### config.mk
export PLATFORM = sky130hd
export DESIGN_NAME = axis8_pkt_framer_flat
export DESIGN_NICKNAME = d
export VERILOG_FILES = /design/src/rtl/pkt_comm_pkg.sv /design/src/rtl/axis8_pkt_framer_if.sv /design/src/rtl/pkt_csum32.sv /design/src/rtl/axis8_pkt_framer.sv /design/src/flat_wrapper.sv
export SDC_FILE = /design/constraint.sdc
export NUM_CORES = 1
export LEC_CHECK = 0
export CAP_MARGIN = 40
export CELL_PAD_IN_SITES_DETAIL_PLACEMENT = 1
export CELL_PAD_IN_SITES_GLOBAL_PLACEMENT = 1
export CORE_ASPECT_RATIO = 1.4
export CORE_MARGIN = 2
export CORE_UTILIZATION = 40
export DETAILED_ROUTE_END_ITERATION = 8
export GPL_TIMING_DRIVEN = 0
export PLACE_DENSITY_LB_ADDON = 0.1
export SETUP_SLACK_MARGIN = 0.05
export SLEW_MARGIN = 20
export SYNTH_ARGS = -nofsm -noshare
export SYNTH_HDL_FRONTEND = slang
export SYNTH_HIERARCHICAL = 1
export SYNTH_SLANG_ARGS = --single-unit
### constraint.sdc
create_clock -name CORE_CLK -period 4.4 [get_ports CORE_CLK]
set_clock_uncertainty 0.15 [all_clocks]
set_input_delay 0.44 -clock CORE_CLK [delete_from_list [all_inputs] [get_ports CORE_CLK]]
set_output_delay 0.44 -clock CORE_CLK [all_outputs]
set_load 0.05 [all_outputs]
### src/rtl/pkt_comm_pkg.sv
// Shared constants, FSM encoding and checksum helpers for the AXIS8 packet framer.
package pkt_comm_pkg;
  localparam int HDR_LEN  = 10;
  localparam int CSUM_LEN = 4;

  typedef enum logic [2:0] {
    ST_IDLE,
    ST_HDR,
    ST_HCSUM,
    ST_PAYLOAD,
    ST_PFIN,
    ST_PCSUM
  } state_t;

  function automatic logic [31:0] csum_add(input logic [31:0] acc, input logic [31:0] word);
    return acc + word;
  endfunction

  function automatic logic [31:0] csum_final(input logic [31:0] acc);
    return ~acc;
  endfunction

  function automatic logic [7:0] byte_of(input logic [31:0] w, input logic [1:0] idx);
    return w[{idx, 3'b000} +: 8];
  endfunction

  // Header layout: ver, type, 0, 0, len[23:0] LE, 0, id[15:0] LE
  function automatic logic [7:0] hdr_byte(input logic [3:0]  idx,
                                          input logic [7:0]  ver,
                                          input logic [7:0]  typ,
                                          input logic [15:0] id,
                                          input logic [23:0] len);
    logic [7:0] b;
    case (idx)
      4'd0:    b = ver;
      4'd1:    b = typ;
      4'd4:    b = len[7:0];
      4'd5:    b = len[15:8];
      4'd6:    b = len[23:16];
      4'd8:    b = id[7:0];
      4'd9:    b = id[15:8];
      default: b = 8'h00;
    endcase
    return b;
  endfunction
endpackage

### src/rtl/axis8_pkt_framer_if.sv
// Descriptor, payload-in, framed-out and status bundle of the AXIS8 packet framer.
interface axis8_pkt_framer_if #(
  parameter int PKT_LEN_MSB = 23
);
  logic                 start;
  logic [7:0]           pkt_type;
  logic [15:0]          pkt_id;
  logic [PKT_LEN_MSB:0] pkt_len;
  logic [7:0]           s_axis_tdata;
  logic                 s_axis_tvalid;
  logic                 s_axis_tready;
  logic                 s_axis_tlast;
  logic [7:0]           m_axis_tdata;
  logic                 m_axis_tvalid;
  logic                 m_axis_tready;
  logic                 m_axis_tlast;
  logic                 busy;
  logic                 err_short;
  logic                 err_long;
  logic                 err_clr;

  // master: the framer itself; slave: host / downstream environment
  modport master (
    input  start, pkt_type, pkt_id, pkt_len,
    input  s_axis_tdata, s_axis_tvalid, s_axis_tlast, m_axis_tready, err_clr,
    output s_axis_tready, m_axis_tdata, m_axis_tvalid, m_axis_tlast,
    output busy, err_short, err_long
  );
  modport slave (
    output start, pkt_type, pkt_id, pkt_len,
    output s_axis_tdata, s_axis_tvalid, s_axis_tlast, m_axis_tready, err_clr,
    input  s_axis_tready, m_axis_tdata, m_axis_tvalid, m_axis_tlast,
    input  busy, err_short, err_long
  );
endinterface

### src/rtl/pkt_csum32.sv
// Byte-serial little-endian 32-bit word summer. sum already includes the
// zero-padded partial word, so it is usable on the same edge as the last byte.
module pkt_csum32
  import pkt_comm_pkg::*;
(
  input  logic        clk,
  input  logic        rst,
  input  logic        clr,
  input  logic        byte_en,
  input  logic [7:0]  byte_in,
  input  logic        flush,
  output logic [31:0] sum
);
  logic [31:0] r_acc;
  logic [31:0] r_word;
  logic [1:0]  r_idx;

  always_ff @(posedge clk or posedge rst) begin
    if (rst) begin
      r_acc  <= '0;
      r_word <= '0;
      r_idx  <= '0;
    end else if (clr) begin
      r_acc  <= '0;
      r_word <= '0;
      r_idx  <= '0;
    end else if (flush) begin
      r_acc  <= csum_add(r_acc, r_word);
      r_word <= '0;
      r_idx  <= '0;
    end else if (byte_en) begin
      if (r_idx == 2'd3) begin
        r_acc  <= csum_add(r_acc, {byte_in, r_word[23:0]});
        r_word <= '0;
      end else begin
        r_word[{r_idx, 3'b000} +: 8] <= byte_in;
      end
      r_idx <= r_idx + 2'd1;
    end
  end

  assign sum = csum_add(r_acc, r_word);
endmodule

### src/rtl/axis8_pkt_framer.sv
// Wraps a payload byte stream into a pkt_comm packet: header, header checksum,
// pass-through payload, payload checksum (TLAST on its last byte).
module axis8_pkt_framer
  import pkt_comm_pkg::*;
#(
  parameter logic [7:0] VERSION     = 8'd2,
  parameter int         PKT_LEN_MSB = 23
) (
  input logic              CORE_CLK,
  input logic              CORE_RST,
  axis8_pkt_framer_if.master bus
);
  state_t               r_state, w_nstate;
  logic [3:0]           r_cnt, w_cnt_n;
  logic [PKT_LEN_MSB:0] r_pcnt, w_pcnt_n, w_pcnt_inc, r_len;
  logic [7:0]           r_type;
  logic [15:0]          r_id;
  logic [7:0]           r_tdata, w_tdata_n;
  logic                 r_tvalid, w_tvalid_n, r_tlast, w_tlast_n;
  logic [31:0]          r_csum, w_csum_n, w_sum, w_fin;
  logic                 r_err_short, r_err_long, w_set_short, w_set_long;
  logic                 w_acc_clr, w_acc_en, w_acc_flush;
  logic [7:0]           w_acc_byte, w_hbyte;
  logic [1:0]           w_cidx;
  logic                 w_accept, w_oxfer, w_pxfer, w_in_pay;

  pkt_csum32 u_csum (
    .clk     (CORE_CLK),
    .rst     (CORE_RST),
    .clr     (w_acc_clr),
    .byte_en (w_acc_en),
    .byte_in (w_acc_byte),
    .flush   (w_acc_flush),
    .sum     (w_sum)
  );

  assign w_in_pay   = (r_state == ST_PAYLOAD);
  assign w_accept   = (r_state == ST_IDLE) & bus.start;
  assign w_oxfer    = r_tvalid & bus.m_axis_tready;
  assign w_pxfer    = w_in_pay & bus.s_axis_tvalid & bus.m_axis_tready;
  assign w_pcnt_inc = r_pcnt + {{PKT_LEN_MSB{1'b0}}, 1'b1};
  assign w_fin      = csum_final(w_sum);
  assign w_cidx     = r_cnt[1:0] + 2'd1;
  // Header bytes are summed as they are loaded, one byte ahead of the wire
  assign w_hbyte    = hdr_byte(r_cnt + 4'd1, VERSION, r_type, r_id, 24'(r_len));

  always_ff @(posedge CORE_CLK or posedge CORE_RST) begin
    if (CORE_RST) r_state <= ST_IDLE;
    else          r_state <= w_nstate;
  end

  always_comb begin
    w_nstate    = r_state;
    w_cnt_n     = r_cnt;
    w_pcnt_n    = r_pcnt;
    w_tdata_n   = r_tdata;
    w_tvalid_n  = r_tvalid;
    w_tlast_n   = r_tlast;
    w_csum_n    = r_csum;
    w_acc_clr   = 1'b0;
    w_acc_en    = 1'b0;
    w_acc_flush = 1'b0;
    w_acc_byte  = 8'h00;
    w_set_short = 1'b0;
    w_set_long  = 1'b0;
    case (r_state)
      ST_IDLE: if (bus.start) begin
        w_nstate   = ST_HDR;
        w_cnt_n    = '0;
        w_tdata_n  = VERSION;
        w_tvalid_n = 1'b1;
        w_acc_en   = 1'b1;
        w_acc_byte = VERSION;
      end
      ST_HDR: if (w_oxfer) begin
        if (r_cnt == 4'(HDR_LEN - 1)) begin
          w_nstate  = ST_HCSUM;
          w_cnt_n   = '0;
          w_csum_n  = w_fin;
          w_tdata_n = byte_of(w_fin, 2'd0);
          w_acc_clr = 1'b1;
        end else begin
          w_cnt_n    = r_cnt + 4'd1;
          w_tdata_n  = w_hbyte;
          w_acc_en   = 1'b1;
          w_acc_byte = w_hbyte;
        end
      end
      ST_HCSUM: if (w_oxfer) begin
        if (r_cnt == 4'(CSUM_LEN - 1)) begin
          w_tvalid_n = 1'b0;
          w_pcnt_n   = '0;
          w_nstate   = (r_len == '0) ? ST_PFIN : ST_PAYLOAD;
        end else begin
          w_cnt_n   = r_cnt + 4'd1;
          w_tdata_n = byte_of(r_csum, w_cidx);
        end
      end
      ST_PAYLOAD: if (w_pxfer) begin
        w_acc_en   = 1'b1;
        w_acc_byte = bus.s_axis_tdata;
        w_pcnt_n   = w_pcnt_inc;
        if (w_pcnt_inc == r_len) begin
          w_nstate   = ST_PFIN;
          w_set_long = ~bus.s_axis_tlast;
        end else if (bus.s_axis_tlast) begin
          w_nstate    = ST_PFIN;
          w_set_short = 1'b1;
        end
      end
      ST_PFIN: begin
        w_acc_flush = 1'b1;
        w_nstate    = ST_PCSUM;
        w_cnt_n     = '0;
        w_csum_n    = w_fin;
        w_tdata_n   = byte_of(w_fin, 2'd0);
        w_tvalid_n  = 1'b1;
        w_tlast_n   = 1'b0;
      end
      ST_PCSUM: if (w_oxfer) begin
        if (r_cnt == 4'(CSUM_LEN - 1)) begin
          w_nstate   = ST_IDLE;
          w_tvalid_n = 1'b0;
          w_tlast_n  = 1'b0;
          w_acc_clr  = 1'b1;
        end else begin
          w_cnt_n   = r_cnt + 4'd1;
          w_tdata_n = byte_of(r_csum, w_cidx);
          w_tlast_n = (w_cidx == 2'd3);
        end
      end
      default: w_nstate = ST_IDLE;
    endcase
  end

  always_ff @(posedge CORE_CLK or posedge CORE_RST) begin
    if (CORE_RST) begin
      r_cnt       <= '0;
      r_pcnt      <= '0;
      r_len       <= '0;
      r_type      <= '0;
      r_id        <= '0;
      r_tdata     <= '0;
      r_tvalid    <= 1'b0;
      r_tlast     <= 1'b0;
      r_csum      <= '0;
      r_err_short <= 1'b0;
      r_err_long  <= 1'b0;
    end else begin
      r_cnt    <= w_cnt_n;
      r_pcnt   <= w_pcnt_n;
      r_tdata  <= w_tdata_n;
      r_tvalid <= w_tvalid_n;
      r_tlast  <= w_tlast_n;
      r_csum   <= w_csum_n;
      if (w_accept) begin
        r_len  <= bus.pkt_len;
        r_type <= bus.pkt_type;
        r_id   <= bus.pkt_id;
      end
      // a set event wins over a simultaneous clear
      r_err_short <= (r_err_short & ~bus.err_clr) | w_set_short;
      r_err_long  <= (r_err_long  & ~bus.err_clr) | w_set_long;
    end
  end

  assign bus.m_axis_tdata  = w_in_pay ? bus.s_axis_tdata  : r_tdata;
  assign bus.m_axis_tvalid = w_in_pay ? bus.s_axis_tvalid : r_tvalid;
  assign bus.m_axis_tlast  = w_in_pay ? 1'b0 : r_tlast;
  assign bus.s_axis_tready = w_in_pay & bus.m_axis_tready;
  assign bus.busy          = (r_state != ST_IDLE);
  assign bus.err_short     = r_err_short;
  assign bus.err_long      = r_err_long;
endmodule

### src/flat_wrapper.sv
// flat-port wrapper written by rule: the top's interface ports become plain ports
module axis8_pkt_framer_flat import pkt_comm_pkg::*;
#(
  parameter logic [7:0] VERSION     = 8'd2,
  parameter int         PKT_LEN_MSB = 23
)
  (CORE_CLK, CORE_RST, bus_start, bus_pkt_type, bus_pkt_id, bus_pkt_len, bus_s_axis_tdata, bus_s_axis_tvalid, bus_s_axis_tlast, bus_m_axis_tready, bus_err_clr, bus_s_axis_tready, bus_m_axis_tdata, bus_m_axis_tvalid, bus_m_axis_tlast, bus_busy, bus_err_short, bus_err_long);
  axis8_pkt_framer_if #(.PKT_LEN_MSB(PKT_LEN_MSB)) bus_i ();
  input logic CORE_CLK;
  input logic CORE_RST;
  input wire logic [$bits(bus_i.start)-1:0] bus_start;
  input wire logic [$bits(bus_i.pkt_type)-1:0] bus_pkt_type;
  input wire logic [$bits(bus_i.pkt_id)-1:0] bus_pkt_id;
  input wire logic [$bits(bus_i.pkt_len)-1:0] bus_pkt_len;
  input wire logic [$bits(bus_i.s_axis_tdata)-1:0] bus_s_axis_tdata;
  input wire logic [$bits(bus_i.s_axis_tvalid)-1:0] bus_s_axis_tvalid;
  input wire logic [$bits(bus_i.s_axis_tlast)-1:0] bus_s_axis_tlast;
  input wire logic [$bits(bus_i.m_axis_tready)-1:0] bus_m_axis_tready;
  input wire logic [$bits(bus_i.err_clr)-1:0] bus_err_clr;
  output wire logic [$bits(bus_i.s_axis_tready)-1:0] bus_s_axis_tready;
  output wire logic [$bits(bus_i.m_axis_tdata)-1:0] bus_m_axis_tdata;
  output wire logic [$bits(bus_i.m_axis_tvalid)-1:0] bus_m_axis_tvalid;
  output wire logic [$bits(bus_i.m_axis_tlast)-1:0] bus_m_axis_tlast;
  output wire logic [$bits(bus_i.busy)-1:0] bus_busy;
  output wire logic [$bits(bus_i.err_short)-1:0] bus_err_short;
  output wire logic [$bits(bus_i.err_long)-1:0] bus_err_long;
  assign bus_i.start = bus_start;
  assign bus_i.pkt_type = bus_pkt_type;
  assign bus_i.pkt_id = bus_pkt_id;
  assign bus_i.pkt_len = bus_pkt_len;
  assign bus_i.s_axis_tdata = bus_s_axis_tdata;
  assign bus_i.s_axis_tvalid = bus_s_axis_tvalid;
  assign bus_i.s_axis_tlast = bus_s_axis_tlast;
  assign bus_i.m_axis_tready = bus_m_axis_tready;
  assign bus_i.err_clr = bus_err_clr;
  assign bus_s_axis_tready = bus_i.s_axis_tready;
  assign bus_m_axis_tdata = bus_i.m_axis_tdata;
  assign bus_m_axis_tvalid = bus_i.m_axis_tvalid;
  assign bus_m_axis_tlast = bus_i.m_axis_tlast;
  assign bus_busy = bus_i.busy;
  assign bus_err_short = bus_i.err_short;
  assign bus_err_long = bus_i.err_long;
  axis8_pkt_framer #(.VERSION(VERSION), .PKT_LEN_MSB(PKT_LEN_MSB)) u_core (.CORE_CLK(CORE_CLK), .CORE_RST(CORE_RST), .bus(bus_i));
endmodule
Yosys cells after proc, flatten, opt, wreduce, memory -nomap -nowiden
Index checks and enable logic that the tools add are counted.
{"block": "op_classes", "n_addsub": 7, "n_eq_ne": 28, "shift": 3, "mux": 77, "n_bitwise": 12, "n_reduce_logical": 19}
{"op": "$mux W32", "count": 10}
{"op": "$mux W24", "count": 3}
{"op": "$mux W8", "count": 9}
{"op": "$add A32 B32 Y32", "count": 2}
{"op": "$pmux W32 S2", "count": 1}
{"op": "$pmux W8 S7", "count": 1}
{"op": "$pmux W24 S2", "count": 1}
{"op": "$mux W3", "count": 11}
{"op": "$bwmux W32", "count": 1}
{"op": "$not A32 Y32", "count": 1}
{"op": "$pmux W8 S4", "count": 1}
{"op": "$shift A8 B7 Y32 const A", "count": 1}
{"op": "$shiftx A32 B6 Y8", "count": 1}
{"op": "$shiftx A8 B7 Y32", "count": 1}
{"op": "$add A24 B1 Y24 const B", "count": 1}
{"op": "$eq A24 B24 Y1", "count": 1}
{"op": "$logic_not A24 Y1", "count": 1}
{"op": "$pmux W8 S3", "count": 1}
{"op": "$mux W1", "count": 23}
{"op": "$mux W4", "count": 5}
{"op": "$ne A2 B1 Y1 const B", "count": 9}
{"op": "$pmux W3 S6", "count": 1}
{"op": "$pmux W4 S4", "count": 1}
{"op": "$eq A4 B3 Y1 const B", "count": 3}
{"op": "other kinds (29)", "count": 56}
{"block": "totals", "regBits": 189, "in_bits": 63, "output_inout_bits": 14}

Logic depth before layout (Yosys ltp)
Gate-level depths: netlist of run 1.
{"block": "logic_depth", "word_depth": 12, "ltp_mapped": 21, "depth_no_buf": 18}

By module
The synthesis of run 1 kept the hierarchy.
{"module": "axis8_pkt_framer", "n_inst": 1, "cells_per_inst": 714, "area_per_inst_um2": 6850.3, "seq_area_each_um2": 3078.0}
{"module": "pkt_csum32", "n_inst": 1, "cells_per_inst": 455, "area_per_inst_um2": 4479.3, "seq_area_each_um2": 1651.6}

Least setup slack after synthesis of run 1
Ideal clock, no wire load.
{"block": "synth_path", "path_type": "register -> register", "startpoint": "register u_core.r_cnt[0]", "endpoint": "register u_core.u_csum.r_acc[29]", "setup_time_ns": 0.126, "t_arrival_ns": 3.962, "setup_slack_ns": 0.162, "path_stages_with_launch": 21, "cell_sequence": "dfrtp_1 buf_1 inv_1 ha_1 inv_1 nor2_1 and2_1 clkbuf_1 a222oi_1 and2_1 o21ai_0 ha_1 a21o_1 a21o_1 a21o_1 a21oi_1 inv_1 a21oi_1 o31ai_1 xor2_1 a221o_1"}
{"block": "synth_via", "elab_chain_cells": 11, "elab_cells_between_ends": 30, "cone_classes": "add/sub (2); eq/ne (8); mux (16); reduce/logical (4)"}
{"item": "start, declared", "line_no": "axis8_pkt_framer.sv:14", "text": "logic [3:0] r_cnt, w_cnt_n;"}
{"item": "start signal, assigned", "line_no": "axis8_pkt_framer.sv:150", "text": "r_cnt <= w_cnt_n;"}
{"item": "$add A4 B1 Y4", "line_no": "axis8_pkt_framer.sv:45", "text": "assign w_hbyte = hdr_byte(r_cnt + 4'd1, VERSION, r_type, r_id, 24'(r_len));"}
{"item": "$eq A4 B4 Y1, or another cell as far along", "line_no": "pkt_comm_pkg.sv:34", "text": "case (idx)"}
{"item": "$pmux W8 S7", "line_no": "pkt_comm_pkg.sv:34"}
{"item": "$mux W8 (*)", "line_no": "axis8_pkt_framer.sv:76", "text": "if (r_cnt == 4'(HDR_LEN - 1)) begin"}
{"item": "$mux W8 (*)", "line_no": "axis8_pkt_framer.sv:75", "text": "ST_HDR: if (w_oxfer) begin"}
{"item": "$pmux W8 S3 (*)", "line_no": "axis8_pkt_framer.sv:66", "text": "case (r_state)"}
{"item": "via u_core.w_acc_byte[0]", "line_no": "axis8_pkt_framer.sv:23", "text": "logic [7:0] w_acc_byte, w_hbyte;"}
{"item": "$add A32 B32 Y32 (*)", "line_no": "pkt_comm_pkg.sv:16", "text": "return acc + word;"}
{"item": "$mux W32 (*)", "line_no": "pkt_csum32.sv:32", "text": "if (r_idx == 2'd3) begin"}
{"item": "$mux W32 (*)", "line_no": "pkt_csum32.sv:31", "text": "end else if (byte_en) begin"}
{"item": "$mux W32 (*)", "line_no": "pkt_csum32.sv:27", "text": "end else if (flush) begin"}
{"item": "$mux W32 (*)", "line_no": "pkt_csum32.sv:23", "text": "end else if (clr) begin"}
{"item": "end signal, assigned", "line_no": "pkt_csum32.sv:28", "text": "r_acc <= csum_add(r_acc, r_word);"}
{"item": "end signal, assigned", "line_no": "pkt_csum32.sv:33", "text": "r_acc <= csum_add(r_acc, {byte_in, r_word[23:0]});"}
{"item": "end, declared", "line_no": "pkt_csum32.sv:14", "text": "logic [31:0] r_acc;"}
Mark *: on every way through the listed nets, which the timed path passes. The rest lies on a longest branch. The select of a mux whose other input is x is not followed.
A chain may end at the register's enable or synchronous reset.

Final worst setup path of run 1
Ends and elaborated chain as after synthesis.

==> impl_metrics.py, run 1 <==
metrics = {
    "outcome": {
        "outcome": "finished, final reports clean",
    },
    "sta": {
        "layout_min_cycle_time_ns": 4.24,
        "max-slew-margin-rel": 0.401,
        "fin_ws_ns": 0.163,
        "worst_pin_slew_ns": 0.893,
        "hold_viol_final": 0,
        "grt_setup_unrepaired": "yes",
        "drv_slew": 0,
        "setup_viol": 0,
        "fmax_mhz": 236,
        "period_share": 0.963,
        "fin_hold_ws_ns": 0.270,
    },
    "final_layout": {
        "final_util": 0.488,
        "final_cell_mix": "186 x dfrtp_1, 139 x nand2_1, 104 x o21ai_0, 76 x clkdlybuf4s50_1, 69 x nor2_1",
        "nets": 1398,
        "final_common_cell": "dfrtp_1",
        "diodes": 0,
        "areaGrowthSynthToFinish_pct": 19.5,
        "drive_gt1_frac": 0.143,
    },
    "placed_design": {
        "port-buffer-count": 76,
        "pre_cts_slack_ns": -0.923,
        "gp_congestion": 0.907,
        "post-dp-hpwl_um": 30400,
    },
    "drt": {
        "vias": 9752,
        "ant_nets": 0,
        "avgViaCountPerCell": 5.85,
        "drt_first_pass_iters": 6,
        "drt-total-wl_um": 39000,
        "dr.first_iter.drc_count": 471,
        "wl_per_cell_um": 23.4,
        "drc_errors": 0,
    },
    "clock_tree": {
        "cts_tree": "built",
        "numClockSinks": 189,
        "cts_inserted_buffers": 17,
        "cts_hold_buffers": 0,
        "clkTransAtPathRegs_ns": 0.08,
        "h-tree-depth": 4,
        "root_buffer": "clkbuf_16",
        "clk_latency_ns": 0.46,
        "clock_path_buffers": 2,
    },
    "setup_path": {
        "cp_slowest_stage_delay_ns": 0.45,
        "cp-start-kind": "register",
        "cp_max_fo": 10,
        "critical_path_arrival_ns": 4.43,
        "critPathKind": "register to register",
        "crit_chain": "buf_4 > buf_4 > ha_1 > nand3b_1 > nand3_1 > buf_2 > or2_4 > o21ai_2 > buf_4 > ha_4 > a21o_1 > a21o_1 > a21o_1 > a21oi_2 > inv_1 > a21oi_1 > o31ai_1 > xor2_1 > a221o_1",
        "cp_slowest_cell": "dfrtp_2",
        "crit_required_ns": 4.60,
        "endpoint_kind": "register",
    },
    "logic_synthesis": {
        "yosysUniqueCellTypes": 75,
        "netlist_area_mm2": 0.0113,
        "synth_edf_count": 0,
        "synth_seq_cells": 189,
        "syn_area_per_cell_um2": 9.69,
        "synth_area_leaders": "dfrtp_1 42%, ha_1 5.4%, o21ai_0 4.9%",
        "synthesis.nets": 1282,
        "yosys_warnings": 6,
        "synth_top_flop_cell": "dfrtp_1",
        "async_flop_share": 1.00,
        "synthesis.instances": 1169,
        "yosysSeqAreaShare": 0.417,
        "synth_area_leader_cell": "dfrtp_1",
        "synth.top_cell.area_share": 0.417,
    },
    "pwr": {
        "switchingPower_uw": 3600,
        "power_frac_seq": 0.354,
        "clkPwrFrac": 0.191,
        "internal-power_uw": 4540,
        "p_sw_frac": 0.442,
        "powerDensity_mw_per_mm2": 601,
        "power_leakage_uw": 0.00605,
        "ir_worst_vdd_v": 0.000322,
        "pwr-share-comb": 0.455,
    },
    "global_routing": {
        "grt_util_all_layers": 0.269,
        "grt_pass1_vias": 10509,
        "grt_max_degree": 91,
        "top_usage_layer": "met2",
        "use_met1": 0.282,
        "antenna_found_initial": 0,
        "gr-usage-met3": 0.0405,
        "overflow": 0,
        "global_route.usage.met2": 0.508,
        "grt_pass1_wl_um": 61000,
    },
    "hold_path": {
        "hp-class": "input pin to asynchronous set/reset pin",
    },
    "floorplanning": {
        "num_io_pins": 77,
        "rows": 72,
        "die-width_um": 146,
        "start_util": 0.408,
        "die-height_um": 203,
        "core-area_mm2": 0.0277,
        "die_area_mm2": 0.0297,
    },
    "job": {
        "max_cap_viol_count": 0,
    },
}
[flip-flops by register name, indices dropped and copies added (netlist names), 4 cells and up]
register and count:
u_core/r_csum 32, u_core/u_csum/r_acc 32, u_core/u_csum/r_word 32, u_core/r_len 24, u_core/r_pcnt 24, u_core/r_id 16, u_core/r_tdata 8, u_core/r_type 8
u_core/r_cnt 4
[synth_stat cells (3+ instances only)]
| cell type | n |
|---|---|
| o21ai_0 | 111 |
| o221ai_1 | 7 |
| nor2b_1 | 10 |
| a31oi_1 | 6 |
| o31ai_1 | 13 |
| and4_1 | 3 |
| nand3_1 | 19 |
| or2_2 | 4 |
| nor2_1 | 69 |
| a211oi_1 | 9 |
| o211ai_1 | 9 |
| nor3_1 | 18 |
| mux2i_1 | 5 |
| o21bai_1 | 6 |
| o41ai_1 | 3 |
| xor2_1 | 27 |
| nand2_1 | 139 |
| and2_1 | 11 |
| nand3b_1 | 7 |
| a21o_1 | 17 |
| nand2b_1 | 12 |
| mux4_2 | 8 |
| inv_1 | 31 |
| a221o_1 | 5 |
| a222oi_1 | 14 |
| nor4_1 | 12 |
| and3_1 | 22 |
| clkbuf_1 | 42 |
| buf_1 | 10 |
| a221oi_2 | 5 |
| xnor2_1 | 46 |
| or3_1 | 4 |
| nand4_1 | 18 |
| a22oi_1 | 5 |
| o21a_1 | 8 |
| buf_2 | 3 |
| a22o_1 | 55 |
| a21oi_1 | 44 |
| o21ai_1 | 3 |
| dfrtp_1 | 189 |
| ha_1 | 49 |
| buf_6 | 4 |
| mux2_2 | 48 |
[through the flow]
step,cell area [µm²],TNS [ns],instances,power [µW]
5_1_grt,13500,-0.0114,1668,8640
3_3_place_gp,12600,-204.10,1615,6250
2_1_floorplan,11300,0,1169,5020
4_1_cts,13400,0,1661,8090
6_report,13500,0,1668,8140
3_5_place_dp,12700,-8.26,1626,6380
[power by group through the flow]
| stage | combinational (µW) | clock, µW | sequential (µW) |
|---|---|---|---|
| 4_1_cts | 3620 | 1590 | 2880 |
| 5_1_grt | 4040 | 1660 | 2940 |
| 3_3_place_gp | 3370 | 0 | 2880 |
| 3_5_place_dp | 3490 | 0 | 2880 |
| 2_1_floorplan | 2410 | 0 | 2610 |
| 6_report | 3710 | 1550 | 2880 |
[cells by family (layout without fill, tap and decap cells)]
group,Yosys count,in the layout,synth area share
AO/OA/AOI/OAI,345,345,0.214
XOR/XNOR,73,73,0.0564
multiplexers,61,61,0.0680
adder cells (fa/ha/maj),50,50,0.0559
flip-flops,189,189,0.417
AND/OR/NAND/NOR,359,359,0.153
buffers and inverters,92,221,0.0347
[critical path: cells and delay by family (launching register included)]
family          cells  cell delay, ns
compound gates      8            1.53
buf+inv             5            0.78
simple gates        3            0.59
fa+ha+maj           2            0.46
flops               1            0.45
xor+xnor            1            0.16
[final timing paths]
path	from	end	slack, ns	cells after the start
worst max-delay path	u_core/r_cnt[0]$_DFFE_PP0P_	u_core/u_csum/r_acc[29]$_DFFE_PP0P_	0.16	19
worst min-delay path	CORE_RST	u_core/r_id[0]$_DFFE_PP0P_	0.27	2
worst max register to register	u_core/r_cnt[0]$_DFFE_PP0P_	u_core/u_csum/r_acc[29]$_DFFE_PP0P_	0.16	19
worst min register to register	u_core/r_csum[5]$_DFFE_PP0P_	u_core/r_csum[5]$_DFFE_PP0P_	0.33	2
max in group asynchronous	CORE_RST	u_core/r_cnt[1]$_DFFE_PP0P_	3.07	3
min in group CORE_CLK	u_core/r_csum[5]$_DFFE_PP0P_	u_core/r_csum[5]$_DFFE_PP0P_	0.33	2
[final cells by class]
class / count / area (µm²)
plain buffers: 53 / 273
fillers: 3211 / 14200
clock inverters: 13 / 124
well taps: 370 / 463
multi-input cells: 888 / 6350
flip-flops and latches: 189 / 4730
clock buffers: 19 / 453
inverters: 31 / 126
repair buffers: 105 / 1020
[routing by layer]
layer | share of wire | vias up | wire length (µm)
met5 | 0 | - | 0
met4 | 0.059 | 0 | 2320
met3 | 0.026 | 88 | 1010
met2 | 0.54 | 175 | 21100
met1 | 0.37 | 4952 | 14600
li1 | - | 4537 | -
[what timing repair did]
item	in CTS	in global routing
buffers inserted	8	8
pin swaps	3	6
endpoints found under the setup margin	40	37
resized for setup	32	19
No activity file was read; power rests on OpenSTA's default activity.
==> run 2, diff against run 1 <==
--- a/config.mk
+++ b/config.mk
@@ -5,12 +5,12 @@
 export SDC_FILE = /design/constraint.sdc
 export NUM_CORES = 1
 export LEC_CHECK = 0
-export CAP_MARGIN = 40
 export CELL_PAD_IN_SITES_DETAIL_PLACEMENT = 1
 export CELL_PAD_IN_SITES_GLOBAL_PLACEMENT = 1
 export CORE_ASPECT_RATIO = 1.4
 export CORE_MARGIN = 2
 export CORE_UTILIZATION = 40
+export CTS_CLUSTER_DIAMETER = 80
 export DETAILED_ROUTE_END_ITERATION = 8
 export GPL_TIMING_DRIVEN = 0
 export PLACE_DENSITY_LB_ADDON = 0.1
==> run 2 against run 1 <==
Net effect: flip-flop and latch count is the same; combinational power shrank 1%; largest cell class unchanged; register-to-register slack gained 0.098 ns; wire length shrank 0.51%; critical path type unchanged; global-route usage shrank 0.057 points; cell count shrank 0.84%; die area is the same.
==> impl_metrics.py, run 2 (synthesized netlist as in run 1, its figures left out) <==
metrics = {
    "setup_path": {
        "critical_path_arrival_ns": 4.32,
        "endpoint_kind": "register",
        "cp_max_fo": 8,
        "critPathKind": "register to register",
        "reg2reg_slack_ns": 0.26,
        "cp-start-kind": "register",
        "r2r-start": "u_core/r_cnt[0]$_DFFE_PP0P_",
        "crit-reg2reg-capture": "u_core/u_csum/r_acc[29]$_DFFE_PP0P_",
        "reg2regPathDepth": 17,
        "crit_required_ns": 4.58,
    },
    "final_layout": {
        "final_common_cell": "dfrtp_1",
        "reg.largest.list": "u_core/r_csum (32), u_core/u_csum/r_acc (32), u_core/u_csum/r_word (32)",
        "diodes": 0,
        "drive_gt1_frac": 0.136,
        "areaGrowthSynthToFinish_pct": 19.5,
        "nFillCells": 3154,
        "final_cell_mix": "186 x dfrtp_1, 139 x nand2_1, 103 x o21ai_0, 76 x clkdlybuf4s50_1, 68 x nor2_1",
        "nets": 1384,
    },
    "placed_design": {
        "gp_congestion": 0.907,
        "pre_cts_slack_ns": -1.31,
        "port-buffer-count": 76,
        "post-dp-hpwl_um": 30200,
    },
    "sta": {
        "fmax_mhz": 242,
        "period_share": 0.941,
        "tns_ns": 0,
        "layout_min_cycle_time_ns": 4.14,
        "worst_pin_slew_ns": 0.954,
        "setup_viol": 0,
        "drv_slew": 0,
        "fin_ws_ns": 0.261,
        "hold_viol_final": 0,
        "grt_setup_unrepaired": "no",
        "max-slew-margin-rel": 0.359,
    },
    "job": {
        "max_cap_viol_count": 0,
    },
    "clock_tree": {
        "clkTransAtPathRegs_ns": 0.08,
        "cts_hold_buffers": 0,
        "root_buffer": "clkbuf_16",
        "numClockSinks": 189,
        "h-tree-depth": 4,
        "cts_tree": "built",
        "clock_path_buffers": 2,
        "clk_latency_ns": 0.45,
        "cts_inserted_buffers": 17,
    },
    "global_routing": {
        "overflow": 0,
        "grt_max_degree": 91,
        "grt_pass1_vias": 10461,
        "grt_util_all_layers": 0.268,
        "antenna_found_initial": 0,
        "grt_pass1_wl_um": 61000,
    },
    "pwr": {
        "clkPwrFrac": 0.203,
        "pwr-share-comb": 0.446,
        "internal-power_uw": 4610,
        "ir_worst_vdd_v": 0.000277,
        "powerDensity_mw_per_mm2": 607,
        "power_leakage_uw": 0.00601,
        "p_sw_frac": 0.440,
        "power_frac_seq": 0.351,
        "switchingPower_uw": 3620,
    },
    "floorplanning": {
        "rows": 72,
        "die_area_mm2": 0.0297,
        "die-width_um": 146,
        "start_util": 0.408,
        "num_io_pins": 77,
        "core-area_mm2": 0.0277,
        "die-height_um": 203,
    },
    "hold_path": {
        "hp-class": "input pin to asynchronous set/reset pin",
    },
    "drt": {
        "wl_per_cell_um": 23.4,
        "dr.first_iter.drc_count": 396,
        "ant_nets": 0,
        "vias": 9695,
        "drc_errors": 0,
        "drt-total-wl_um": 38800,
        "avgViaCountPerCell": 5.86,
        "drt_first_pass_iters": 7,
    },
    "outcome": {
        "outcome": "finished, final reports clean",
    },
}
run 2: worst max-delay path, cell delays in order, from the launching register on:
cell and delay (ns):
dfrtp_2 0.47, ha_4 0.21, xor2_4 0.17, buf_4 0.17, and3_2 0.27, a222oi_1 0.43
and2_4 0.24, o21ai_4 0.09, ha_4 0.28, a21o_1 0.18, a21o_1 0.17, a21o_1 0.22
a21oi_2 0.17, inv_1 0.05, a21oi_1 0.13, o31ai_1 0.09, xor2_1 0.17, a221o_1 0.36
run 2: layer usage:
metal,global-route usage,wire (µm)
met5,0,0
met4,0.128,1770
met3,0.0311,811
met2,0.520,21500
met1,0.287,14600
run 2: timing repair:
action                                  in CTS  in global routing
endpoints found under the setup margin      40                 47
resized for setup                           35                 20
pin swaps                                    5                  8
buffers inserted                             7                  4
run 2: cell type report:
type / instances / area, µm² / area share
clock inverters: 15 / 205 / 0.0152
inverters: 31 / 126 / 0.00933
clock buffers: 17 / 425 / 0.0314
well taps: 370 / 463 / 0.0342
repair buffers: 91 / 936 / 0.0691
multi-input cells: 888 / 6380 / 0.471
plain buffers: 53 / 270 / 0.0200
flip-flops and latches: 189 / 4730 / 0.349
run 2: worst max-delay path by stage:
stage,from,end
4_1_cts,u_core/r_cnt[1]$_DFFE_PP0P_,u_core/u_csum/r_acc[30]$_DFFE_PP0P_
3_5_place_dp,u_core/r_cnt[0]$_DFFE_PP0P_,u_core/u_csum/r_acc[29]$_DFFE_PP0P_
5_1_grt,u_core/r_cnt[0]$_DFFE_PP0P_,u_core/u_csum/r_acc[29]$_DFFE_PP0P_
6_report,u_core/r_cnt[0]$_DFFE_PP0P_,u_core/u_csum/r_acc[29]$_DFFE_PP0P_
2_1_floorplan,u_core/r_cnt[0]$_DFFE_PP0P_,u_core/u_csum/r_acc[29]$_DFFE_PP0P_
3_3_place_gp,u_core/r_cnt[0]$_DFFE_PP0P_,u_core/u_csum/r_acc[29]$_DFFE_PP0P_
run 2: power by group through the flow:
| stage | registers (µW) | clock network (µW) | logic, µW |
|---|---|---|---|
| 2_1_floorplan | 2610 | 0 | 2410 |
| 3_3_place_gp | 2880 | 0 | 3370 |
| 3_5_place_dp | 2890 | 0 | 3470 |
| 4_1_cts | 2870 | 1700 | 3620 |
| 5_1_grt | 2940 | 1770 | 4000 |
| 6_report | 2890 | 1670 | 3670 |
run 2: through the flow:
step                       util  instances  total power (µW)  instance area [µm²]  hold WS, ns
after global placement    0.452       1615              6250                12600        0.307
final                     0.488       1654              8220                13500        0.279
after detailed placement  0.455       1619              6350                12600        0.319
after global routing      0.488       1654              8710                13500        0.293
after floorplan               -       1169              5020                11300        0.295
after CTS                 0.484       1653              8200                13400        0.278
